**src/rtl/cache_flush_ctrl.sv**
```systemverilog
// cache_flush_ctrl: walks every set/way of a set-associative cache, writes back
// valid+dirty lines and clears their dirty bits. Also issues a whole-cache
// invalidate, either on its own or after a flush walk.
// Optional feature macro: CACHE_FLUSH_WBCOUNT_EN adds the WBCount output, which
// counts the writebacks completed by the most recent flush.
//
// Timing: a clean or invalid way costs one cycle. The step to the next way is
// taken in the same cycle as a clean CHECK decision, or in the WB cycle that
// sees WBAck. Each new set adds one READ cycle, so a flush with no dirty lines
// takes NUMLINES*(NUMWAYS+1)+1 cycles. That count includes the DONE cycle.
module cache_flush_ctrl #(
  parameter int NUMWAYS  = 4,
  parameter int NUMLINES = 128,
  parameter int SETLEN   = 7
) (
  input  logic               clk,
  input  logic               reset,
  input  logic               FlushReq,
  input  logic               InvalReq,
  input  logic [NUMWAYS-1:0] DirtyWay,
  input  logic [NUMWAYS-1:0] ValidWay,
  input  logic               WBAck,
  output logic               SelFlush,
  output logic [SETLEN-1:0]  FlushSet,
  output logic [NUMWAYS-1:0] FlushWay,
  output logic               WBReq,
  output logic               ClearDirty,
  output logic               InvalidateCache,
  output logic               Busy,
  output logic               FlushDone
`ifdef CACHE_FLUSH_WBCOUNT_EN
  ,
  output logic [SETLEN+$clog2(NUMWAYS):0] WBCount
`endif
);

  localparam int WAYLEN = $clog2(NUMWAYS);

  // The per-way step is folded into CHECK and WB, so no separate state exists for it.
  typedef enum logic [2:0] {
    IDLE,
    READ,
    CHECK,
    WB,
    INVAL,
    DONE
  } state_t;

  state_t            state_reg, state_next;
  logic [SETLEN-1:0] set_reg, set_next;
  logic [WAYLEN-1:0] way_reg, way_next;
  logic              pend_reg, pend_next;
  logic              step;
  logic              last_way;
  logic              last_set;

  assign last_way = (way_reg == WAYLEN'(NUMWAYS - 1));
  assign last_set = (set_reg == SETLEN'(NUMLINES - 1));

  // State, walk counters and the sticky pending-invalidate flag.
  always_ff @(posedge clk or negedge reset) begin
    if (!reset) begin
      state_reg <= IDLE;
      set_reg   <= '0;
      way_reg   <= '0;
      pend_reg  <= 1'b0;
    end else begin
      state_reg <= state_next;
      set_reg   <= set_next;
      way_reg   <= way_next;
      pend_reg  <= pend_next;
    end
  end

  // Next-state, counter stepping and Moore/Mealy outputs.
  always_comb begin
    state_next      = state_reg;
    set_next        = set_reg;
    way_next        = way_reg;
    pend_next       = pend_reg;
    step            = 1'b0;
    SelFlush        = 1'b0;
    WBReq           = 1'b0;
    ClearDirty      = 1'b0;
    InvalidateCache = 1'b0;
    FlushDone       = 1'b0;

    case (state_reg)
      IDLE: begin
        if (FlushReq) begin
          state_next = READ;
          // An invalidate requested together with a flush runs after the walk.
          if (InvalReq) pend_next = 1'b1;
        end else if (InvalReq) begin
          state_next = INVAL;
        end
      end
      READ: begin
        SelFlush   = 1'b1;
        state_next = CHECK;
        if (InvalReq) pend_next = 1'b1;
      end
      CHECK: begin
        SelFlush = 1'b1;
        if (InvalReq) pend_next = 1'b1;
        if (ValidWay[way_reg] && DirtyWay[way_reg]) state_next = WB;
        else step = 1'b1;
      end
      WB: begin
        SelFlush = 1'b1;
        WBReq    = 1'b1;
        if (InvalReq) pend_next = 1'b1;
        if (WBAck) begin
          ClearDirty = 1'b1;
          step       = 1'b1;
        end
      end
      INVAL: begin
        InvalidateCache = 1'b1;
        pend_next       = 1'b0;
        // The flag is set only by a flush, so it tells where INVAL was entered from.
        state_next      = pend_reg ? DONE : IDLE;
      end
      DONE: begin
        FlushDone  = 1'b1;
        state_next = IDLE;
      end
      default: state_next = IDLE;
    endcase

    // Advance to the next way. The counters are powers of two, so they wrap on their own.
    if (step) begin
      way_next = way_reg + 1'b1;
      if (last_way) begin
        set_next = set_reg + 1'b1;
        if (last_set) state_next = pend_next ? INVAL : DONE;
        else state_next = READ;
      end else begin
        state_next = CHECK;
      end
    end
  end

  assign Busy     = (state_reg != IDLE);
  assign FlushSet = set_reg;

  // One-hot decode of the way counter.
  generate
    for (genvar gi = 0; gi < NUMWAYS; gi++) begin : g_way_dec
      assign FlushWay[gi] = (way_reg == WAYLEN'(gi));
    end
  endgenerate

`ifdef CACHE_FLUSH_WBCOUNT_EN
  logic [SETLEN+WAYLEN:0] wbcount_reg;

  // Count writebacks of the current flush. The count is held after FlushDone.
  always_ff @(posedge clk or negedge reset) begin
    if (!reset) begin
      wbcount_reg <= '0;
    end else if (state_reg == IDLE && state_next == READ) begin
      wbcount_reg <= '0;
    end else if (ClearDirty) begin
      wbcount_reg <= wbcount_reg + 1'b1;
    end
  end

  assign WBCount = wbcount_reg;
`endif

endmodule

```
**config.mk**
```make
export PLATFORM = sky130hd
export DESIGN_NAME = cache_flush_ctrl
export DESIGN_NICKNAME = d
export VERILOG_FILES = /design/src/rtl/cache_flush_ctrl.sv
export SDC_FILE = /design/constraint.sdc
export NUM_CORES = 1
export LEC_CHECK = 0
export ABC_CLOCK_PERIOD_IN_PS = 1750
export BUFFER_PORTS_ARGS = -buffer_cell sky130_fd_sc_hd__buf_2
export CAP_MARGIN = 0
export CORE_MARGIN = 5
export CORE_UTILIZATION = 47
export CTS_CLUSTER_DIAMETER = 100
export DETAILED_ROUTE_END_ITERATION = 6
export PLACE_DENSITY_LB_ADDON = 0.05
export SLEW_MARGIN = 20
export SYNTH_ARGS = -nofsm -noshare
export SYNTH_HDL_FRONTEND = slang
export SYNTH_SLANG_ARGS = --single-unit
```
**constraint.sdc**
```tcl
create_clock -name clk -period 1.75 [get_ports clk]
set_input_delay 0.2625 -clock clk [delete_from_list [all_inputs] [get_ports clk]]
set_output_delay 0.2625 -clock clk [all_outputs]
set_load 0.01 [all_outputs]
```
======== Word-level counts from Yosys, hierarchy flattened ========
Index checks and enable logic that the tools add are counted.
operators by class
  add/subtract/negate cells ............... 2
  order comparisons ....................... 1
  equal/unequal tests ..................... 12
  mux-type cells .......................... 24
  reductions and logical operators ........ 7
operators by type and width
  cell                                                         count
  two-way mux 3 bit                                            7
  one-hot mux 3 bit (5 select lines)                           1
  two-way mux 1 bit                                            12
  adder 7 x 1 -> 7 bit (second input constant)                 1
  equality test 7 bit (second input constant)                  1
  equality test 3 x 2 -> 1 bit (second input constant)         2
  equality test 3 bit (second input constant)                  2
  binary-select mux 1 bit (select 2 bit)                       2
  equality test 2 bit (second input constant)                  2
  != test 4 bit (second input constant)                        1
  equality test 3 x 1 -> 1 bit (second input constant)         1
  zero test 3 bit                                              1
  less-than comparator 2 x 3 -> 1 bit (second input constant)  1
  != test 3 bit (second input constant)                        1
  one-hot mux 1 bit (3 select lines)                           1
  AND reduction 3 bit                                          1
  nonzero test 3 bit                                           1
  OR reduction 3 bit                                           1
  adder 2 x 1 -> 2 bit (second input constant)                 1
  equality test 2 x 1 -> 1 bit (second input constant)         1
  zero test 2 bit                                              1
  != test 2 bit (second input constant)                        1
  one-hot mux 1 bit (2 select lines)                           1
  AND reduction 2 bit                                          1
  logical AND 1 bit                                            1
storage, ports and cells
  register bits ........................... 13
  bits of input ports ..................... 13
  output and inout bits ................... 17
  logic and storage cells ................. 50

======== Longest topological paths before layout ========
  depth in word-level cells ............... 7
  gate-level depth with buffers ........... 5
  depth with buffers taken out ............ 5

======== Worst setup path before layout ========
Ideal clock, no wire load.
  path type ............................... register to register
  start ................................... register way_reg[0]
  end ..................................... register way_reg[1]
  setup time .............................. 0.128 ns
  data arrival time ....................... 1.392 ns
  required time ........................... 1.622 ns
  slack ................................... 0.230 ns
  stages on the path, launching flop included .. 5
  path buffers ............................ 0
  clock period less this slack ............ 1.520 ns
  cell sequence ........................... dfrtp_1 -> nand4b_1 -> a41oi_4 -> nor3_2 -> mux2_1
on the way
  cells in the longest elaborated chain, start to end .. 5
  elaborated cells between the ends (all ways) .. 8
  classes of those cells .................. 1 x add/sub; 6 x mux; 1 x reduce/logical
RTL lines
  element                                  line  RTL
  from (decl)                              51    logic [WAYLEN-1:0] way_reg, way_next;
  from (signal assigned)                   70    way_reg <= way_next;
  binary-select mux 1 bit (select 2 bit)   106   if (ValidWay[way_reg] && DirtyWay[way_reg]) state_next = WB;
  two-way mux 1 bit (not written as such)  106
  logical AND 1 bit                        106
  two-way mux 1 bit                        106
  one-hot mux 1 bit (2 select lines)       88    case (state_reg)
Parallel ways exist; a longest one is shown, timed or not. The select of a mux whose other input is x is not followed.
A chain may end at the register's enable or synchronous reset.

======== Worst setup path in the final report ========
  start ................................... register way_reg[1]
  end ..................................... register way_reg[1]
The elaborated chain is that of the path after synthesis.

==> results.json <==
{
  "outcome": "finished clean",
  "crit_arrival_ps": 1800,
  "rows": 15,
  "muxShareOfSynthArea": 0.0396,
  "io_buffers": 29,
  "cts.clk_slew.worst_paths_ps": 80,
  "drc": 0,
  "grt_pass1_wl_um": 2970,
  "cts_sinks": 13,
  "synthAdderAreaFrac": 0.0761,
  "grt_max_degree": 14,
  "synth_top_family_by_area": "simple AND/OR/NAND/NOR gates",
  "max_stage_delay_ps": 450,
  "critical_path_class": "flip-flop to flip-flop",
  "clock_path_buffers": 2,
  "largest_reg_flops": 7,
  "finalCritPeriodShare": 0.938,
  "layout_min_cycle_time_ps": 1640,
  "synth_top_flop_cell": "dfrtp_1",
  "synthesis.nets": 98,
  "final_cells": 133,
  "drt-vias-per-instance": 5.34,
  "syn-instance-count": 80,
  "dr.pass1.iters": 4,
  "synth.top_cell.area_share": 0.396,
  "synthMostInstantiatedCell": "dfrtp_1",
  "synth_top_area_cell": "dfrtp_1",
  "setup-violations-final": 0,
  "ioPinCount": 30,
  "clock_latency_ps": 270,
  "synth_area_leaders": "dfrtp_1 (40%), ha_1 (7.6%), xor2_1 (6.4%), a41oi_4 (3.3%), nand4bb_4 (3.3%)",
  "grt_usage": 0.148,
  "critPathSlowestCell": "dfrtp_1",
  "leakage_uw": 0.000523,
  "fin_tns_setup_ps": 0,
  "dp.cells": 127,
  "wl_per_cell_um": 13.6,
  "drive_above_1_share": 0.362,
  "start_util": 0.487,
  "layout.core_utilization": 0.617,
  "synth_xor_area_frac": 0.0746,
  "dieArea_mm2": 0.00269,
  "cp_cell_sequence": "nand4bb_4 -> a41oi_4 -> nor3_2 -> mux2_1",
  "dieWidth_um": 51.8,
  "syn-cell-area_um2": 822,
  "ys_warn_count": 0,
  "postSynth.asyncResetShare": 1.00,
  "min_path_type": "primary input to flip-flop",
  "detail_route.iter0.violations": 4,
  "synth_edf_count": 0,
  "timing.final.hold_violations": 0,
  "worstMarginPinSlew_ps": 328,
  "cts_buffers": 3,
  "required_ps": 1910,
  "synth.distinct_cells": 34,
  "relSlewSlack": 0.781,
  "cts_root_buf": "clkbuf_4",
  "yosys.area_share.simple": 0.269,
  "drv_slew": 0,
  "total_power_uw": 1590,
  "cts_tree": "yes",
  "antenna_found_initial": 0,
  "hpwl_um": 1440,
  "synthTopCellsByCount": "dfrtp_1 (13), nand2_1 (6), xor2_1 (6)",
  "die_h_um": 51.8,
  "antenna_left": 0,
  "rsz0062_at_grt": "false",
  "clock_skew_ps": 6.19,
  "n_antenna_cell": 0,
  "fmax_ghz": 0.609,
  "layout.nets": 135,
  "drv_cap": 0,
  "area_growth_pct": 26.8,
  "syn_avg_cell_area_um2": 10.3,
  "powerDensity_mw_per_mm2": 1530,
  "gp_congestion": 0.848,
  "irDropWorstVdd_v": 0.000928,
  "synth-compound-area-share": 0.117,
  "grt_pass1_vias": 693,
  "cp-start-kind": "flip-flop",
  "routed_wl_um": 1800,
  "coreArea_mm2": 0.00169,
  "htreeDepth": 1,
  "vias": 710,
  "overflow": 0,
  "end_kind": "flip-flop",
  "yosysSeqAreaShare": 0.396,
  "crit_fanout": 8,
  "synth_seq_cells": 13
}
==> layout make-up <==
class | instances | area (µm²)
clock buffers | 4 | 26.3
fillers | 160 | 647
inverters | 4 | 15.0
multi-input cells | 62 | 477
flip-flops and latches | 13 | 325
well taps | 17 | 21.3
repair buffers | 33 | 178
==> through the flow <==
stage	hold slack (ps)	cell area (µm²)	worst slack, ps
2_1_floorplan	-33.1	822	230
3_3_place_gp	161	996	153
3_5_place_dp	165	996	70.4
4_1_cts	312	1030	58.5
5_1_grt	349	1040	5.79
6_report	314	1040	108
==> layer usage <==
layer  track usage  wire, µm
met5             0         0
met2         0.251       886
met4        0.0830        32
met1         0.173       767
met3        0.0258       117
==> kinds of logic (layout without fill, tap and decap cells) <==
family	count (synthesis)	count (layout)
buffers and inverters	5	41
muxes	3	3
adders and majority gates	5	5
DFF	13	13
AOI/OAI and AO/OA	12	12
xor gates and xnor gates	7	7
and+or+nand+nor	35	35
==> timing repair <==
action | in CTS | in global routing
setup endpoints to repair | 0 | 4
buffers inserted | 0 | 1
hold endpoints to repair | 13 | 0
resized for setup | 0 | 1
hold buffers | 1 | 0
==> report_power, final <==
| part | switching, µW | internal [µW] |
|---|---|---|
| clock | 94.9 | 88.3 |
| sequential | 130 | 413 |
| combinational | 466 | 401 |
==> placed cells by master, fill, tap and decap left out, types with 3 or more instances in the layout <==
cell and n:
buf_4 3, ha_1 5, nor3_1 5, dfrtp_1 13, inv_1 4, xor2_1 6
nor2_1 4, clkbuf_4 3, buf_2 29, nand2_1 6, o21ai_0 3
==> worst max-delay path: cells and delay by family, from the launching register on <==
family | cells | cell delay (ps)
DFF | 1 | 450
muxes | 1 | 320
and+or+nand+nor | 2 | 390
AOI/OAI and AO/OA | 1 | 370
==> path summary, 6_finish.rpt <==
kind                                         startpoint                 endpoint  slack (ps)  depth (start not counted)
worst max-delay path             way_reg[1]$_DFFE_PN0P_   way_reg[1]$_DFFE_PN0P_         110                          4
worst min-delay path                           InvalReq       pend_reg$_DFF_PN0_         310                          3
worst max register to register   way_reg[1]$_DFFE_PN0P_   way_reg[1]$_DFFE_PN0P_         110                          4
worst min register to register  FlushSet[6]$_DFFE_PN0P_  FlushSet[6]$_DFFE_PN0P_         500                          1
max in group asynchronous                         reset       pend_reg$_DFF_PN0_        1120                          2
min in group asynchronous                         reset  FlushSet[1]$_DFFE_PN0P_         400                          2
Power figures use the tool's default switching activity.
